$ cat src/rtl/serial_paralelo_sync_if.sv
// Receive-side bundle for the serial-to-parallel aligner: serial bit in, aligned
// parallel word plus qualifiers out.
interface serial_paralelo_sync_if #(
  parameter int unsigned WIDTH = 8
) ();

  logic             data_in;
  logic [WIDTH-1:0] data_out;
  logic             valid_out;
  logic             word_strobe;
  logic             active;

  modport master (
    output data_in,
    input  data_out,
    input  valid_out,
    input  word_strobe,
    input  active
  );

  modport slave (
    input  data_in,
    output data_out,
    output valid_out,
    output word_strobe,
    output active
  );

endinterface

$ cat src/rtl/serial_paralelo_sync.sv
// Bit-rate serial-to-parallel receiver: hunts for the comma word, locks word
// alignment after SYNC_COUNT aligned commas, then emits data words with a valid flag.
module serial_paralelo_sync #(
  parameter int unsigned      WIDTH      = 8,
  parameter logic [WIDTH-1:0] COM        = 8'hBC,
  parameter logic [WIDTH-1:0] IDL        = 8'h7C,
  parameter int unsigned      SYNC_COUNT = 4
) (
  input logic                   clk_32f,
  input logic                   reset_L,
  serial_paralelo_sync_if.slave bus
);

  localparam int unsigned BitW = $clog2(WIDTH);
  localparam int unsigned CntW = $clog2(SYNC_COUNT + 1);

  typedef enum logic [1:0] {StHunt, StAlign, StActive} state_e;

  state_e           state_q, state_d;
  logic [WIDTH-1:0] sr_q;
  logic [WIDTH-1:0] cand;
  logic [WIDTH-1:0] data_q, data_d;
  logic [BitW-1:0]  bitcnt_q, bitcnt_d;
  logic [CntW-1:0]  comcnt_q, comcnt_d, comcnt_inc;
  logic             valid_q, valid_d;
  logic             strobe_q, strobe_d;
  logic             boundary;

  // Word under test includes the bit being sampled on this edge.
  assign cand       = {sr_q[WIDTH-2:0], bus.data_in};
  assign boundary   = (bitcnt_q == BitW'(WIDTH - 1));
  assign comcnt_inc = comcnt_q + CntW'(1);

  always_comb begin
    state_d  = state_q;
    bitcnt_d = boundary ? '0 : bitcnt_q + BitW'(1);
    comcnt_d = comcnt_q;
    data_d   = data_q;
    valid_d  = valid_q;
    strobe_d = 1'b0;

    unique case (state_q)
      StHunt: begin
        // A match here defines the boundary; the next bit is bit 0 of a word.
        bitcnt_d = '0;
        if (cand == COM) begin
          comcnt_d = CntW'(1);
          state_d  = (SYNC_COUNT == 1) ? StActive : StAlign;
        end
      end
      StAlign: begin
        if (boundary) begin
          if (cand == COM) begin
            comcnt_d = comcnt_inc;
            if (comcnt_inc == CntW'(SYNC_COUNT)) state_d = StActive;
          end else begin
            comcnt_d = '0;
            state_d  = StHunt;
          end
        end
      end
      StActive: begin
        if (boundary) begin
          strobe_d = 1'b1;
          if (cand == COM || cand == IDL) begin
            valid_d = 1'b0;
          end else begin
            data_d  = cand;
            valid_d = 1'b1;
          end
        end
      end
      default: state_d = StHunt;
    endcase
  end

  always_ff @(posedge clk_32f or negedge reset_L) begin
    if (!reset_L) begin
      state_q  <= StHunt;
      sr_q     <= '0;
      bitcnt_q <= '0;
      comcnt_q <= '0;
      data_q   <= '0;
      valid_q  <= 1'b0;
      strobe_q <= 1'b0;
    end else begin
      state_q  <= state_d;
      sr_q     <= cand;
      bitcnt_q <= bitcnt_d;
      comcnt_q <= comcnt_d;
      data_q   <= data_d;
      valid_q  <= valid_d;
      strobe_q <= strobe_d;
    end
  end

  assign bus.data_out    = data_q;
  assign bus.valid_out   = valid_q;
  assign bus.word_strobe = strobe_q;
  assign bus.active      = (state_q == StActive);

endmodule

$ cat src/flat_wrapper.sv
// flat-port wrapper written by rule: the top's interface ports become plain ports
module serial_paralelo_sync_flat 
#(
  parameter int unsigned      WIDTH      = 8,
  parameter logic [WIDTH-1:0] COM        = 8'hBC,
  parameter logic [WIDTH-1:0] IDL        = 8'h7C,
  parameter int unsigned      SYNC_COUNT = 4
)
  (clk_32f, reset_L, bus_data_in, bus_data_out, bus_valid_out, bus_word_strobe, bus_active);
  serial_paralelo_sync_if #(.WIDTH(WIDTH)) bus_i ();
  input logic clk_32f;
  input logic reset_L;
  input wire logic [$bits(bus_i.data_in)-1:0] bus_data_in;
  output wire logic [$bits(bus_i.data_out)-1:0] bus_data_out;
  output wire logic [$bits(bus_i.valid_out)-1:0] bus_valid_out;
  output wire logic [$bits(bus_i.word_strobe)-1:0] bus_word_strobe;
  output wire logic [$bits(bus_i.active)-1:0] bus_active;
  assign bus_i.data_in = bus_data_in;
  assign bus_data_out = bus_i.data_out;
  assign bus_valid_out = bus_i.valid_out;
  assign bus_word_strobe = bus_i.word_strobe;
  assign bus_active = bus_i.active;
  serial_paralelo_sync #(.WIDTH(WIDTH), .COM(COM), .IDL(IDL), .SYNC_COUNT(SYNC_COUNT)) u_core (.clk_32f(clk_32f), .reset_L(reset_L), .bus(bus_i));
endmodule
$ cat config.mk
export PLATFORM = sky130hd
export DESIGN_NAME = serial_paralelo_sync_flat
export DESIGN_NICKNAME = d
export VERILOG_FILES = /design/src/rtl/serial_paralelo_sync_if.sv /design/src/rtl/serial_paralelo_sync.sv /design/src/flat_wrapper.sv
export SDC_FILE = /design/constraint.sdc
export NUM_CORES = 1
export LEC_CHECK = 0
export CORE_AREA = 3 3 51 53
export CTS_CLUSTER_SIZE = 30
export DETAILED_ROUTE_END_ITERATION = 12
export DIE_AREA = 0 0 54 56
export PLACE_DENSITY = 0.84
export SYNTH_ARGS = -nofsm -noshare
export SYNTH_HDL_FRONTEND = slang
export SYNTH_SLANG_ARGS = --single-unit
$ cat constraint.sdc
create_clock -name clk_32f -period 1.9 [get_ports clk_32f]
set_input_delay 0.285 -clock clk_32f [delete_from_list [all_inputs] [get_ports clk_32f]]
set_output_delay 0.285 -clock clk_32f [all_outputs]
set_load 0.01 [all_outputs]
# After elaboration in Yosys (flattened, before gate mapping)
# Index checks and enable logic that the tools add are counted.
[word_totals] elab_cells=41 ram_bits=0 latch_bits=0 reg_bits=25 mem_bits_ro=0 mem_count=0
[classes] n_reduce_logical=7 mul=0 div=0 n_eq_ne=9 n_lt_le_gt_ge=0 n_mux=14 addsub=2 n_shift=0 bitwise_logic=2
[ops] operator="two-way mux 3 bit" n=5
[ops] operator="== test 8 x 7 -> 1 bit, second input constant" n=1
[ops] operator="== test 8 bit, second input constant" n=1
[ops] operator="two-way mux 2 bit" n=4
[ops] operator="adder 3 x 1 -> 3 bit, second input constant" n=2
[ops] operator="== test 3 bit, second input constant" n=2
[ops] operator="one-hot mux 2 bit (3 select lines)" n=1
[ops] operator="one-hot mux 3 bit (2 select lines)" n=1
[ops] operator="AND reduction 3 bit" n=2
[ops] operator="!= test 2 x 1 -> 1 bit, second input constant" n=2
[ops] operator="AND reduction 4 bit" n=1
[ops] operator="two-way mux 1 bit" n=3
[ops] operator="!= test 3 x 2 -> 1 bit, second input constant" n=1
[ops] operator="== test 2 x 1 -> 1 bit, second input constant" n=1
[ops] operator="== test 2 bit, second input constant" n=1
[ops] operator="logical NOT 2 bit" n=1
[ops] operator="NOT 1 bit" n=2
[ops] operator="AND reduction 2 bit" n=1
[ops] operator="nonzero test 2 bit" n=1
[ops] operator="logical OR 1 bit" n=1

# Logic depth before layout (Yosys ltp)
[logic_depth] ltp_word=6 mapped_depth=6 ltp_nobuf=5

# Least setup slack after synthesis
# Ideal clock, no wire load.
[synth_path] kind="reg-to-reg" start="register u_core.bitcnt_q[0]" end="register u_core.data_q[6] (netlist: u_core.bus.data_out[6])" period_less_slack_ps=1539 setup_time_ps=125 stages_incl_launch_ff=7 slack_ps=361 arrival_time_ps=1415 required_ps=1775 path_cell_list="dfrtp_1 -> ha_1 -> ha_1 -> nand3b_1 -> buf_2 -> mux2i_1 -> a2bb2oi_1"
[synth_via] elab_chain_cells=2
[synth_rtl] element="start, declared" line="serial_paralelo_sync.sv:23" text="logic [BitW-1:0] bitcnt_q, bitcnt_d;"
[synth_rtl] element="start signal, assigned" line="serial_paralelo_sync.sv:89" text="bitcnt_q <= bitcnt_d;"
[synth_rtl] element="== test 3 bit" line="serial_paralelo_sync.sv:31" text="assign boundary = (bitcnt_q == BitW'(WIDTH - 1));"
[synth_rtl] element="AND reduction 3 bit (no line)"
[synth_rtl] element="end signal, assigned" line="serial_paralelo_sync.sv:91" text="data_q <= data_d;"
[synth_rtl] element="end, declared" line="serial_paralelo_sync.sv:22" text="logic [WIDTH-1:0] data_q, data_d;"
# No other way between the ends.
# A chain may end at the register's enable or synchronous reset.

# Worst setup path after layout
[layout_path] start="register u_core.state_q[0]" end="output port bus_active"
[layout_via] elab_chain_cells=1
[layout_rtl] element="start, declared" line="serial_paralelo_sync.sv:19" text="state_e state_q, state_d;"
[layout_rtl] element="start signal, assigned" line="serial_paralelo_sync.sv:79" text="state_q <= StHunt;"
[layout_rtl] element="start signal, assigned" line="serial_paralelo_sync.sv:87" text="state_q <= state_d;"
[layout_rtl] element="== test 2 bit" line="serial_paralelo_sync.sv:100" text="assign bus.active = (state_q == StActive);"
[layout_rtl] element="end, declared" line="flat_wrapper.sv:17" text="output wire logic [$bits(bus_i.active)-1:0] bus_active;"
# No other way between the ends.

==> run metrics <==
setup TNS=0 ns; Clk pin slew, worst setup/hold paths=0.13 ns; clk_lat worst skew=~0.31 ns; Post-Synthesis Cell Area=between 1000 and 1500 um2; CP Launch Type=flip-flop; Root Driver=clkbuf_4; post-CTS setup repair buffer count=0; non-filler cells in the finished layout=138; cts hold-fix bufs=0; largest net degree at the start of global routing=26; share of layout cells above drive strength 1=0.173; TritonCTS Sinks=25; period utilization=0.942; total power=871 uW; reg2reg path depth=6; initial antenna violation count=0; reg2reg setup slack=0.20 ns; asr flop ratio synth=1.00; CP Max Fanout=11; leakage=0.000608 uW; Max-slew headroom=0.749; f_max=0.558 GHz; final hold violation count=0; top cells by count, synth=dfrtp_1, inv_1, nand3_1, nor2b_1, ha_1; reg2reg end=u_core.bus.data_out[6]$_DFFE_PN0P_; number of synthesized flops with an enable pin=0; router iterations before antenna repair=4; Most used DFF post-synth=dfrtp_1; run status=finished, final reports clean; final WL=1.99 mm; cell count after synthesis=94; DRC viols=0; final net count=about 120; Yosys reg bits=25; min Tclk post-route=~1.8 ns; sequential fraction of the synthesis area=0.540; skew final=0.00431 ns; maximum clock path buffer count=2; critical path arrival=1.51 ns; post-synth cell types=38; remaining antenna violation count=0; placed insts=134; RD Place Congestion=slightly below 0.8; port bufs=13; depth of the CTS H-tree=1; maximum vdd drop=0.660 mV; row cnt=17; leading area contributor after synthesis=dfrtp_1; DP Wirelength=between 1 and 1.5 mm; drt wl/cell=14.4 um; # IOs=14; Die W=around 54 um; Final Max Slew Viols=0; gr ovfl total=0; synth top area cells=dfrtp_1, ha_1, nor2b_1, mux2_4, nand3_1; die area=between 3000 and 4000 um2; top-area cell type share of the netlist area=0.540; worst endpoint required time=1.62 ns; pwr dens=between 600 and 700 nW/um2; count leader, synth=dfrtp_1; number of global-route vias before repair=756; first-pass GRT wire length=roughly 3.3 mm; hold crit path type=in -> async; drt initial violations=24; Initial Util=0.529; worst-margin pin slew=0.366 ns; CTS tree=yes; GRT Overall Usage=0.146; CTS Buf Count=3; worst hold slack=0.306 ns; area added between synthesis and finish=17.1%; Synth Warn #=0; Die Y-Extent=56 um; syn_nets=between 100 and 150; Core ar.=about 2200 um2; RSZ-0062 raised after global routing=false; crit path kind=reg -> out; R2R Path Start=u_core.bitcnt_q[0]$_DFF_PN0_; Setup-failing EPs final=0; Critical Path End Type=primary output; maxcap violations=0; Layout fillers=173; antenna cells=0; DR vias=791; mean post-synth cell area=12.3 um2; via-per-instance ratio=5.73
==> where the power goes <==
part | internal, uW | total [uW] | leakage (uW) | switching, uW
combinational | 36.8 | 69.1 | 0.000300 | 32.3
clock | 78.8 | 234 | 0.0000177 | 155
sequential | 549 | 568 | 0.000291 | 18.5
total | 665 | 871 | 0.000608 | 206
==> worst max-delay path by stage <==
stage | startpoint | endpoint | cells past startpoint
after floorplan | u_core.bitcnt_q[0]$_DFF_PN0_ | u_core.bus.data_out[6]$_DFFE_PN0P_ | 6
after global routing | u_core.state_q[0]$_DFFE_PN0P_ | bus_active | 2
after global placement | bus_data_in | u_core.bus.data_out[4]$_DFFE_PN0P_ | 4
final | u_core.state_q[0]$_DFFE_PN0P_ | bus_active | 2
after detailed placement | bus_data_in | u_core.bus.data_out[4]$_DFFE_PN0P_ | 4
after CTS | u_core.state_q[1]$_DFFE_PN0P_ | bus_active | 2
==> layout by cell type (no fill, tap or decap), types with 2 or more instances in the layout <==
| cell type | n |
|---|---|
| nor2_1 | 2 |
| and2_1 | 3 |
| o32a_2 | 2 |
| mux2i_1 | 2 |
| a211o_2 | 2 |
| o21ai_0 | 2 |
| mux2_4 | 2 |
| nor2b_1 | 5 |
| a2bb2oi_1 | 2 |
| dfrtp_1 | 24 |
| clkbuf_4 | 3 |
| buf_4 | 3 |
| ha_1 | 4 |
| o2bb2ai_1 | 2 |
| a31oi_1 | 3 |
| o22a_1 | 2 |
| inv_1 | 6 |
| clkdlybuf4s50_1 | 13 |
| nand2_1 | 2 |
| nand3_1 | 5 |
==> what timing repair did <==
item / 4_1_cts / 5_1_grt
gates resized for setup: 0 / 1
setup endpoints to repair: 0 / 1
hold endpoints to repair: 0 / 0
==> registers in the layout, indices dropped and copies added (netlist names) <==
| register | flops |
|---|---|
| u_core.bus.word_strobe | 1 |
| u_core.bitcnt_q | 3 |
| u_core.bus.valid_out | 1 |
| u_core.state_q | 2 |
| u_core.comcnt_q | 3 |
| u_core.bus.data_out | 8 |
| u_core.sr_q | 7 |
==> metrics by stage <==
step / setup slack (ns) / instance area, um2 / utilization
floorplan: 0.361 / 1160 / -
global placement: 0.184 / 1330 / 0.606
detailed placement: 0.160 / 1330 / 0.606
CTS: 0.0929 / 1360 / 0.619
global route: 0.00185 / 1360 / 0.619
finish: 0.109 / 1360 / 0.619
==> cells by family after synthesis <==
family,share of synthesized area
AND/OR/NAND/NOR,0.146
buffers and inverters,0.0356
flip-flops,0.540
XOR/XNOR,0.0216
adder cells (fa/ha/maj),0.0432
AO/OA/AOI/OAI,0.171
multiplexers,0.0432
==> worst max-delay path: stages (launching register included) <==
cell	delay [ns]
dfrtp_1	0.51
nor2b_1	0.14
clkdlybuf4s50_1	0.54
==> routing by layer <==
layer,up-vias,global-route usage,share of wire
met5,-,0,0
met4,0,0.0214,0.0070
met3,2,0.0590,0.055
met2,22,0.223,0.47
met1,394,0.197,0.47
li1,373,-,-
==> layout make-up <==
type	instances	area [um2]	area share
clock buffer	3	22.5	0.0166
inverter	6	22.5	0.0166
clock inverter	1	5.00	0.00369
timing repair buffer	16	153	0.113
multi-input combinational	59	492	0.363
tap	28	35.0	0.0258
sequential	25	627	0.462
(Power assumes the default switching activity.)
